==> config.mk <==
export PLATFORM = sky130hd
export DESIGN_NAME = neuron_sequencer
export DESIGN_NICKNAME = d
export VERILOG_FILES = /design/src/rtl/neuron_sequencer_pkg.sv /design/src/rtl/neuron_sequencer_axon_scan_counter.sv /design/src/rtl/neuron_sequencer.sv
export SDC_FILE = /design/constraint.sdc
export NUM_CORES = 1
export LEC_CHECK = 0
export BUFFER_PORTS_ARGS = -buffer_cell sky130_fd_sc_hd__buf_2
export CORE_AREA = 2 2 412 414
export DETAILED_ROUTE_END_ITERATION = 10
export DIE_AREA = 0 0 414 416
export PLACE_DENSITY_LB_ADDON = 0.1
export SLEW_MARGIN = 0
export SYNTH_ARGS = -nofsm -noshare
export SYNTH_HDL_FRONTEND = slang
export SYNTH_HIERARCHICAL = 1
export SYNTH_SLANG_ARGS = --single-unit
==> constraint.sdc <==
create_clock -name clk -period 4.5 [get_ports clk]
set_clock_uncertainty 0.1 [all_clocks]
set_input_delay 0.675 -clock clk [delete_from_list [all_inputs] [get_ports clk]]
set_output_delay 0.675 -clock clk [all_outputs]
set_load 0.05 [all_outputs]
==> src/rtl/neuron_sequencer_pkg.sv <==
// Shared types and width helpers for the neuron sequencer and its bench.
package neuron_sequencer_pkg;

  localparam int DEFAULT_NUM_WEIGHTS = 4;

  // Guards against zero-width vectors when a dimension is 1.
  function automatic int clog2_min1(input int n);
    return (n > 1) ? $clog2(n) : 1;
  endfunction

  localparam int TYPE_W = clog2_min1(DEFAULT_NUM_WEIGHTS);

  typedef enum logic [2:0] {
    IDLE,
    FETCH,
    LOAD,
    INTEGRATE,
    WRITE,
    DONE
  } seq_state_e;

endpackage

==> src/rtl/neuron_sequencer_axon_scan_counter.sv <==
// Axon index counter for the integrate phase; saturates at the last axon.
module neuron_sequencer_axon_scan_counter
  import neuron_sequencer_pkg::*;
#(
  parameter int NUM_AXONS = 256,
  parameter int AW        = clog2_min1(NUM_AXONS)
) (
  input  logic          clk,
  input  logic          rst_n,
  input  logic          start_i,
  input  logic          en_i,
  output logic [AW-1:0] idx_nxt_o,
  output logic          last_o
);

  localparam logic [AW-1:0] IDX_LAST = AW'(NUM_AXONS - 1);

  logic [AW-1:0] idx_q, idx_d;

  assign last_o = (idx_q == IDX_LAST);

  // The next index is exported so registered datapath controls line up with it.
  always_comb begin
    idx_d = idx_q;
    if (start_i) begin
      idx_d = '0;
    end else if (en_i && !last_o) begin
      idx_d = idx_q + AW'(1);
    end
  end

  assign idx_nxt_o = idx_d;

  always_ff @(posedge clk or negedge rst_n) begin
    if (!rst_n) begin
      idx_q <= '0;
    end else begin
      idx_q <= idx_d;
    end
  end

endmodule

==> src/rtl/neuron_sequencer.sv <==
// Per-timestep neuron walk: fetch row, load, integrate each axon, write back.
module neuron_sequencer
  import neuron_sequencer_pkg::*;
#(
  parameter int NUM_AXONS       = 256,
  parameter int NUM_NEURONS     = 256,
  parameter int NUM_WEIGHTS     = 4,
  parameter int POTENTIAL_WIDTH = 9
) (
  input  logic                                          clk,
  input  logic                                          rst_n,
  input  logic                                          tick,
  input  logic [NUM_AXONS-1:0]                          axon_spikes,
  input  logic [clog2_min1(NUM_WEIGHTS)*NUM_AXONS-1:0]  axon_types,
  output logic [clog2_min1(NUM_NEURONS)-1:0]            csram_addr,
  input  logic [NUM_AXONS-1:0]                          synapses,
  output logic                                          next_neuron,
  output logic                                          integrator_reg_en,
  output logic                                          write_current_potential,
  output logic [clog2_min1(NUM_WEIGHTS)-1:0]            neuron_instruction,
  input  logic [POTENTIAL_WIDTH-1:0]                    potential_in,
  input  logic                                          spike_in,
  output logic                                          potential_wr_en,
  output logic [POTENTIAL_WIDTH-1:0]                    potential_wr_data,
  output logic                                          spike_valid,
  output logic [clog2_min1(NUM_NEURONS)-1:0]            spike_neuron,
  output logic                                          busy,
  output logic                                          done,
  output logic                                          tick_overrun
);

  localparam int AW = clog2_min1(NUM_AXONS);
  localparam int NW = clog2_min1(NUM_NEURONS);
  localparam int TW = clog2_min1(NUM_WEIGHTS);
  localparam logic [NW-1:0] N_LAST = NW'(NUM_NEURONS - 1);

  seq_state_e            state_q, state_d;
  logic [NW-1:0]         n_q, n_d;
  logic [NUM_AXONS-1:0]  spikes_q, spikes_d;
  logic                  overrun_q, overrun_d;
  logic                  next_neuron_q, next_neuron_d;
  logic                  reg_en_q, reg_en_d;
  logic                  wcp_q, wcp_d;
  logic [TW-1:0]         instr_q, instr_d;
  logic                  wr_en_q, wr_en_d;
  logic                  busy_q, busy_d;
  logic                  done_q, done_d;

  logic                  cnt_start, cnt_en, cnt_last;
  logic [AW-1:0]         axon_sel;

  neuron_sequencer_axon_scan_counter #(
    .NUM_AXONS (NUM_AXONS),
    .AW        (AW)
  ) u_axon_cnt (
    .clk       (clk),
    .rst_n     (rst_n),
    .start_i   (cnt_start),
    .en_i      (cnt_en),
    .idx_nxt_o (axon_sel),
    .last_o    (cnt_last)
  );

  always_comb begin
    state_d   = state_q;
    n_d       = n_q;
    spikes_d  = spikes_q;
    overrun_d = overrun_q | (tick && (state_q != IDLE));
    cnt_start = 1'b0;
    cnt_en    = 1'b0;

    case (state_q)
      IDLE: begin
        if (tick) begin
          state_d  = FETCH;
          n_d      = '0;
          spikes_d = axon_spikes;
        end
      end
      FETCH: state_d = LOAD;
      LOAD: begin
        state_d   = INTEGRATE;
        cnt_start = 1'b1;
      end
      INTEGRATE: begin
        cnt_en = 1'b1;
        if (cnt_last) state_d = WRITE;
      end
      WRITE: begin
        if (n_q == N_LAST) begin
          state_d = DONE;
        end else begin
          n_d     = n_q + NW'(1);
          state_d = FETCH;
        end
      end
      DONE:    state_d = IDLE;
      default: state_d = IDLE;
    endcase

    // Controls are registered, so they are decoded from the state being entered.
    next_neuron_d = (state_d == LOAD);
    wcp_d         = (state_d == LOAD);
    reg_en_d      = (state_d == LOAD) ||
                    ((state_d == INTEGRATE) && spikes_q[axon_sel] && synapses[axon_sel]);
    instr_d       = (state_d == INTEGRATE) ? axon_types[int'(axon_sel)*TW +: TW] : instr_q;
    wr_en_d       = (state_d == WRITE);
    busy_d        = (state_d != IDLE) && (state_d != DONE);
    done_d        = (state_d == DONE);
  end

  always_ff @(posedge clk or negedge rst_n) begin
    if (!rst_n) begin
      state_q       <= IDLE;
      n_q           <= '0;
      spikes_q      <= '0;
      overrun_q     <= 1'b0;
      next_neuron_q <= 1'b0;
      reg_en_q      <= 1'b0;
      wcp_q         <= 1'b0;
      instr_q       <= '0;
      wr_en_q       <= 1'b0;
      busy_q        <= 1'b0;
      done_q        <= 1'b0;
    end else begin
      state_q       <= state_d;
      n_q           <= n_d;
      spikes_q      <= spikes_d;
      overrun_q     <= overrun_d;
      next_neuron_q <= next_neuron_d;
      reg_en_q      <= reg_en_d;
      wcp_q         <= wcp_d;
      instr_q       <= instr_d;
      wr_en_q       <= wr_en_d;
      busy_q        <= busy_d;
      done_q        <= done_d;
    end
  end

  assign csram_addr              = n_q;
  assign spike_neuron            = n_q;
  assign next_neuron             = next_neuron_q;
  assign integrator_reg_en       = reg_en_q;
  assign write_current_potential = wcp_q;
  assign neuron_instruction      = instr_q;
  assign potential_wr_en         = wr_en_q;
  // The datapath result settles only once the last integrate edge has passed,
  // so data and spike are qualified by the registered write strobe.
  assign potential_wr_data       = wr_en_q ? potential_in : '0;
  assign spike_valid             = wr_en_q & spike_in;
  assign busy                    = busy_q;
  assign done                    = done_q;
  assign tick_overrun            = overrun_q;

endmodule

==> results of run 1 <==
==> worst max-delay path by stage <==
stage,startpoint,end,depth (start not counted)
floorplan,state_q[2]$_DFF_PN0_,neuron_instruction[1]$_DFFE_PN0N_,14
global placement,u_axon_cnt/idx_q[0]$_DFF_PN0_,neuron_instruction[0]$_DFFE_PN0N_,14
detailed placement,u_axon_cnt/idx_q[0]$_DFF_PN0_,neuron_instruction[0]$_DFFE_PN0N_,14
CTS,u_axon_cnt/idx_q[0]$_DFF_PN0_,neuron_instruction[0]$_DFFE_PN0N_,15
global route,u_axon_cnt/idx_q[0]$_DFF_PN0_,neuron_instruction[0]$_DFFE_PN0N_,16
finish,u_axon_cnt/idx_q[0]$_DFF_PN0_,neuron_instruction[0]$_DFFE_PN0N_,16
==> cells in the final DEF (no fill, tap or decap), types with 14 or more instances in the layout <==
master,instances
o21ai_1,14
a21oi_1,22
clkbuf_16,49
buf_4,101
o211ai_1,60
mux2i_1,31
nand2_1,150
o21ai_0,75
dfrtp_1,283
nand3_1,121
o22ai_1,18
mux2_2,261
buf_2,1070
mux4_2,103
diode_2,15
mux4_1,27
nor2_1,28
a22oi_1,17
and2_1,14
nor3_1,14
a31oi_1,18
==> registers in the layout (all words and copies together) (netlist names) <==
register and count:
write_current_potential 1, spikes_q 256, done 1, neuron_instruction 2, state_q 3, tick_overrun 1
integrator_reg_en 1, busy 1, u_axon_cnt/idx_q 8, csram_addr 8, potential_wr_en 1
==> power by group <==
group          internal [uW]  leakage (uW)  switching, uW
combinational           4910       0.00832           7660
sequential              2880       0.00349            255
clock                   2460      0.000815           1560
==> cells in the mapped netlist, drive strengths merged, types with 2 or more instances <==
master,n
a21oi,22
a22o,10
a221o,2
nand3,121
or4,5
a32oi,3
o2111ai,2
a31oi,18
ha,2
o311ai,5
nor4b,2
nor2,31
nand2,152
clkbuf,38
nor4,4
nand3b,5
a311oi,5
nor3,16
buf,92
o21ai,89
and4,2
mux2i,34
a211oi,10
o211ai,60
a221oi,8
a22oi,18
mux2,262
o21bai,2
dfrtp,283
nand4,13
nor2b,10
o22ai,18
mux4,130
or2,5
or3,2
and3b,2
nand2b,8
inv,9
xor2,6
and3,4
and2,16
o31a,2
==> timing repair <==
action / 4_1_cts / 5_1_grt
gates resized for setup: 7 / 6
endpoints found under the hold margin: 11 / 0
hold buffers: 1 / 0
pin swaps: 0 / 1
endpoints found under the setup margin: 3 / 3
==> area by class of cell <==
cell class	instances	area, um^2	area share
Sequential cell	283	7080	0.250
Clock inverter	16	226	0.00798
Clock buffer	68	1420	0.0500
Timing Repair Buffer	1189	6450	0.227
Tap cell	2218	2780	0.0978
Inverter	9	33.8	0.00119
Multi-Input combinational cell	1121	10400	0.365
Antenna cell	15	37.5	0.00132
==> cells by family (layout without fill, tap and decap cells) <==
| group | count (synthesis) | in the layout | synth area share |
|---|---|---|---|
| flops | 283 | 283 | 0.389 |
| simple gates | 403 | 403 | 0.107 |
| compound gates | 284 | 284 | 0.103 |
| other cells | 0 | 15 | 0 |
| mux | 426 | 426 | 0.347 |
| buf+inv | 140 | 1282 | 0.0506 |
| fa+ha+maj | 2 | 2 | 0.00137 |
| xor+xnor | 6 | 6 | 0.00288 |
==> critical path: stages, from the launching register on <==
cell and delay, ns:
dfrtp_1 0.42, ha_1 0.26, and3_4 0.17, a21boi_1 0.27, buf_4 0.19, mux2i_4 0.29, buf_12 0.29, buf_16 0.27
mux4_2 0.36, a22oi_2 0.39, a21oi_1 0.12, a211oi_1 0.27, buf_4 0.17, o21ai_1 0.07, a32oi_1 0.21, buf_4 0.16
o311ai_1 0.08
==> through the flow <==
step	std cells	worst slack (ns)
global placement	4819	-0.141
finish	4919	0.193
CTS	4904	0.0367
global route	4911	0.00570
detailed placement	4819	-0.143
floorplan	1544	0.873
==> per-layer routing <==
layer  part of all wire  vias to the layer above
li1                   -                     8246
met1               0.41                     9215
met2               0.52                      816
met3              0.052                      256
met4              0.017                       62
met5             0.0027                        -
==> results.toml, run 1 <==
[hold_path]
min_to = "spikes_q[180]$_DFFE_PN0P_"
hold_depth = 2
min_from = "axon_spikes[180]"
hold_path.class = "input port to flop"

[detailed_routing]
wl_mm = 147
wire_per_inst_um = 29.8
vias = 18600
ant_nets = 0
drt_iter0_drc = 848
avgViaCountPerCell = 3.78
drc = 0
firstDrtPassIters = 5

[pwr]
vdd.ir_drop.worst_uv = 327
p_per_area_mw_per_mm2 = 695
p_leak_uw = 0.0126
report.power.total_uw = 19700

[timing]
worst_hold_slack_ns = 0.172
totalNegativeSetupSlack_ns = 0
worst_slew_pin_slew_ns = 1.02
finalMaxSlewViolations = 0
hold_viol_final = 0
post-route-period-util = 0.957
rsz0062_at_grt = "false"
max_freq_mhz = 232
setup_viol = 0
relSlewSlack = 0.317
min_period_ns = 4.31

[grt]
antenna_found_initial = 139
grt_max_degree = 113
grt.overflow.total = 0
grt_most_used_layer = "met2"
grt.met2_usage = 0.307
grt_use_total = 0.165
grtUsageMet1 = 0.197
grt_pass1_vias = 20200
grtUsageMet3 = 0.0364
grt_pass1_wl_mm = 191

[synth]
synthTopCellsByArea = "dfrtp_1, mux2_2, mux4_2"
syn-num-nets = 2583
synth-edff-count = 0
synth_largest_area_cell = "dfrtp_1"
syn_avg_cell_area_um2 = 11.8
synthArstFlopShare = 1.00
syn_inst = 1544
yosys_warnings = 6
synth_area_mm2 = 0.0182
yosys.area.top_type_share = 0.389
synth_seq_cells = 283
ys.flop_type = "dfrtp_1"
synthDistinctLibCells = 72
ys_seq_area_frac = 0.389

[worst_setup_path]
rrSetupSlack_ns = 0.19
critPathArrivalTime_ns = 4.69
r2r_cells = 16
end_kind = "flop"
path_class = "flop to flop"
r2r_start = "u_axon_cnt/idx_q[0]$_DFF_PN0_"
path_max_fanout = 44
crit_required_ns = 4.88
r2r_end = "neuron_instruction[0]$_DFFE_PN0N_"
worstSetupStartpointType = "flop"

[clock_tree]
clock_latency_ns = 0.61
clkSlewWorstSetupHoldPaths_ns = 0.06
h-tree-depth = 2
clock-root-buffer = "clkbuf_16"
postCtsSetupBuffers = 0
cts_inserted_buffers = 47
cts_max_path_buffers = 3
clock_sinks = 283
cts_tree = "yes"

[final_layout]
drive_gt1_frac = 0.620
fin_area_mm2 = 0.0284
fin_nets = 3690
utilization = 0.169
nFillCells = 19100
syn_to_final_growth_pct = 55.7

[floorplanning]
dieArea_mm2 = 0.172
core_mm2 = 0.168
fp.dieH_um = 416
rows = 151
chipWidth_um = 414
initial_core_util = 0.108
io_pins = 1072

[placed_design]
postPlaceCellArea_mm2 = 0.0266
gp_congestion = 0.832
portBuffers = 1071
hpwl_mm = 123

[status]
status = "complete, no violations"

[job]
maxCapViolCount = 0
Power figures use the tool's default switching activity.
==> inputs of run 2 (changes only) <==
REMOVE_ABC_BUFFERS = 1   (was not set)
==> run 2 against run 1 <==
Global-route usage is 0.41 points lower. Flip-flop and latch count stayed put. Die area stayed put. Power is 8.8% lower.
==> results.toml, run 2 (synthesis results as in run 1) <==
[final_layout]
largest_reg_flops = 256
layout_common_cells = "buf_2, dfrtp_1, mux2_2, nand2_1, nand3_1"
drive_gt1_frac = 0.609
fin_nets = 3650
layout_commonest_cell = "buf_2"
nFillCells = 19100
syn_to_final_growth_pct = 53.7
utilization = 0.167
layout.cells.non_filler = 4891
largest_register = "spikes_q"

[clock_tree]
postCtsSetupBuffers = 0
cts_resized = 4
clock-root-buffer = "clkbuf_16"
clock_sinks = 283
clock_latency_ns = 0.60
h-tree-depth = 2
clkSlewWorstSetupHoldPaths_ns = 0.06
cts_max_path_buffers = 3
cts_tree = "yes"
cts_inserted_buffers = 46
cts_hold_repair.buffers = 0

[detailed_routing]
wire_per_inst_um = 29.4
wl_mm = 144
drc = 0
avgViaCountPerCell = 3.79
ant_nets = 0
drt_iter0_drc = 1019
firstDrtPassIters = 5
vias = 18500

[pwr]
p_leak_uw = 0.0124
report.power.total_uw = 18000
vdd.ir_drop.worst_uv = 294
p_per_area_mw_per_mm2 = 643

[timing]
hold_viol_final = 0
setup_viol = 0
worst_slew_pin_slew_ns = 1.10
max_freq_mhz = 244
post-route-period-util = 0.911
relSlewSlack = 0.266
rsz0062_at_grt = "false"
finalMaxSlewViolations = 0
min_period_ns = 4.10
totalNegativeSetupSlack_ns = 0

[hold_path]
hold_path.class = "input port to asynchronous set/reset pin"

[worst_setup_path]
r2r_end = "neuron_instruction[0]$_DFFE_PN0N_"
r2r_cells = 14
crit_path_start = "state_q[1]$_DFF_PN0_"
r2r_start = "state_q[1]$_DFF_PN0_"
path_class = "flop to flop"
end_kind = "flop"
rrSetupSlack_ns = 0.40
critPathArrivalTime_ns = 4.47
path_max_fanout = 44
worstSetupEndpoint = "neuron_instruction[0]$_DFFE_PN0N_"
crit_required_ns = 4.87
worstSetupStartpointType = "flop"

[grt]
grt_max_degree = 125
grt.overflow.total = 0
grt_pass1_wl_mm = 187
grt_pass1_vias = 19800
antenna_found_initial = 141
grt_use_total = 0.161

[floorplanning]
core_mm2 = 0.168
dieArea_mm2 = 0.172
chipWidth_um = 414
initial_core_util = 0.108
io_pins = 1072
rows = 151
fp.dieH_um = 416

[placed_design]
dp_cells = 4781
gp_congestion = 0.872
hpwl_mm = 122
portBuffers = 1071

[job]
maxCapViolCount = 0

[status]
status = "complete, no violations"
-- run 2: cell types whose count changed in the layout (fill, tap and decap cells not counted), sizes merged --
cell / previous run / this run
clkbuf: 68 / 67
bufinv: 5 / 4
dlygate4sd3: 1 / 0
buf: 1188 / 1150
clkinvlp: 1 / 3
clkinv: 9 / 6
inv: 10 / 12
diode: 15 / 27
-- run 2: metrics by stage --
stage / setup WS, ns / hold slack (ns) / instance area (um^2)
2_1_floorplan: -15.25 / 0.279 / 17300
3_3_place_gp: -0.538 / 0.370 / 26300
3_5_place_dp: -0.571 / 0.361 / 26300
4_1_cts: 0.0218 / 0.0499 / 27900
5_1_grt: 0.0859 / 0.0729 / 28000
6_report: 0.401 / 0.0471 / 28000
-- run 2: metal layers --
metal | vias to the layer above | share of wire | global-route usage
met5 | - | 0.0040 | 0
met3 | 297 | 0.058 | 0.0399
li1 | 8175 | - | -
met2 | 762 | 0.51 | 0.291
met4 | 94 | 0.027 | 0.0382
met1 | 9195 | 0.40 | 0.190
-- run 2: final cells by class --
cell class / count / area (um^2) / share of cell area
Antenna cell: 27 / 67.6 / 0.00241
Sequential cell: 283 / 7080 / 0.253
Clock inverter: 16 / 210 / 0.00751
Clock buffer: 67 / 1350 / 0.0483
Timing Repair Buffer: 1150 / 6160 / 0.220
Tap cell: 2218 / 2780 / 0.0991
Multi-Input combinational cell: 1121 / 10300 / 0.369
Inverter: 9 / 33.8 / 0.00121
-- run 2: worst min path at each step --
stage / start / end / cells after the start / slack, ns
2_1_floorplan: rst_n / busy$_DFF_PN0_ / 0 / 0.28
3_3_place_gp: tick_overrun$_DFF_PN0_ / tick_overrun$_DFF_PN0_ / 1 / 0.37
3_5_place_dp: tick_overrun$_DFF_PN0_ / tick_overrun$_DFF_PN0_ / 1 / 0.36
4_1_cts: rst_n / spikes_q[216]$_DFFE_PN0P_ / 1 / 0.05
5_1_grt: rst_n / integrator_reg_en$_DFF_PN0_ / 1 / 0.07
6_report: rst_n / spikes_q[216]$_DFFE_PN0P_ / 1 / 0.05
-- run 2: power breakdown --
part | leakage [uW] | total (uW) | internal, uW | switching (uW)
logic | 0.00813 | 11000 | 4480 | 6540
clock network | 0.000762 | 3810 | 2310 | 1500
registers | 0.00349 | 3160 | 2880 | 284
-- run 2: worst max-delay path: stages, from the launching register on --
cell      delay, ns
dfrtp_1        0.41
nand2b_1       0.17
nor2_1         0.09
buf_4          0.15
and4_2         0.23
and3b_1        0.21
nor3_4         0.31
buf_12         0.34
mux4_2         0.56
a22o_1         0.24
nor3_1         0.46
a311oi_1       0.13
a21oi_2        0.25
buf_4          0.18
o311ai_1       0.08
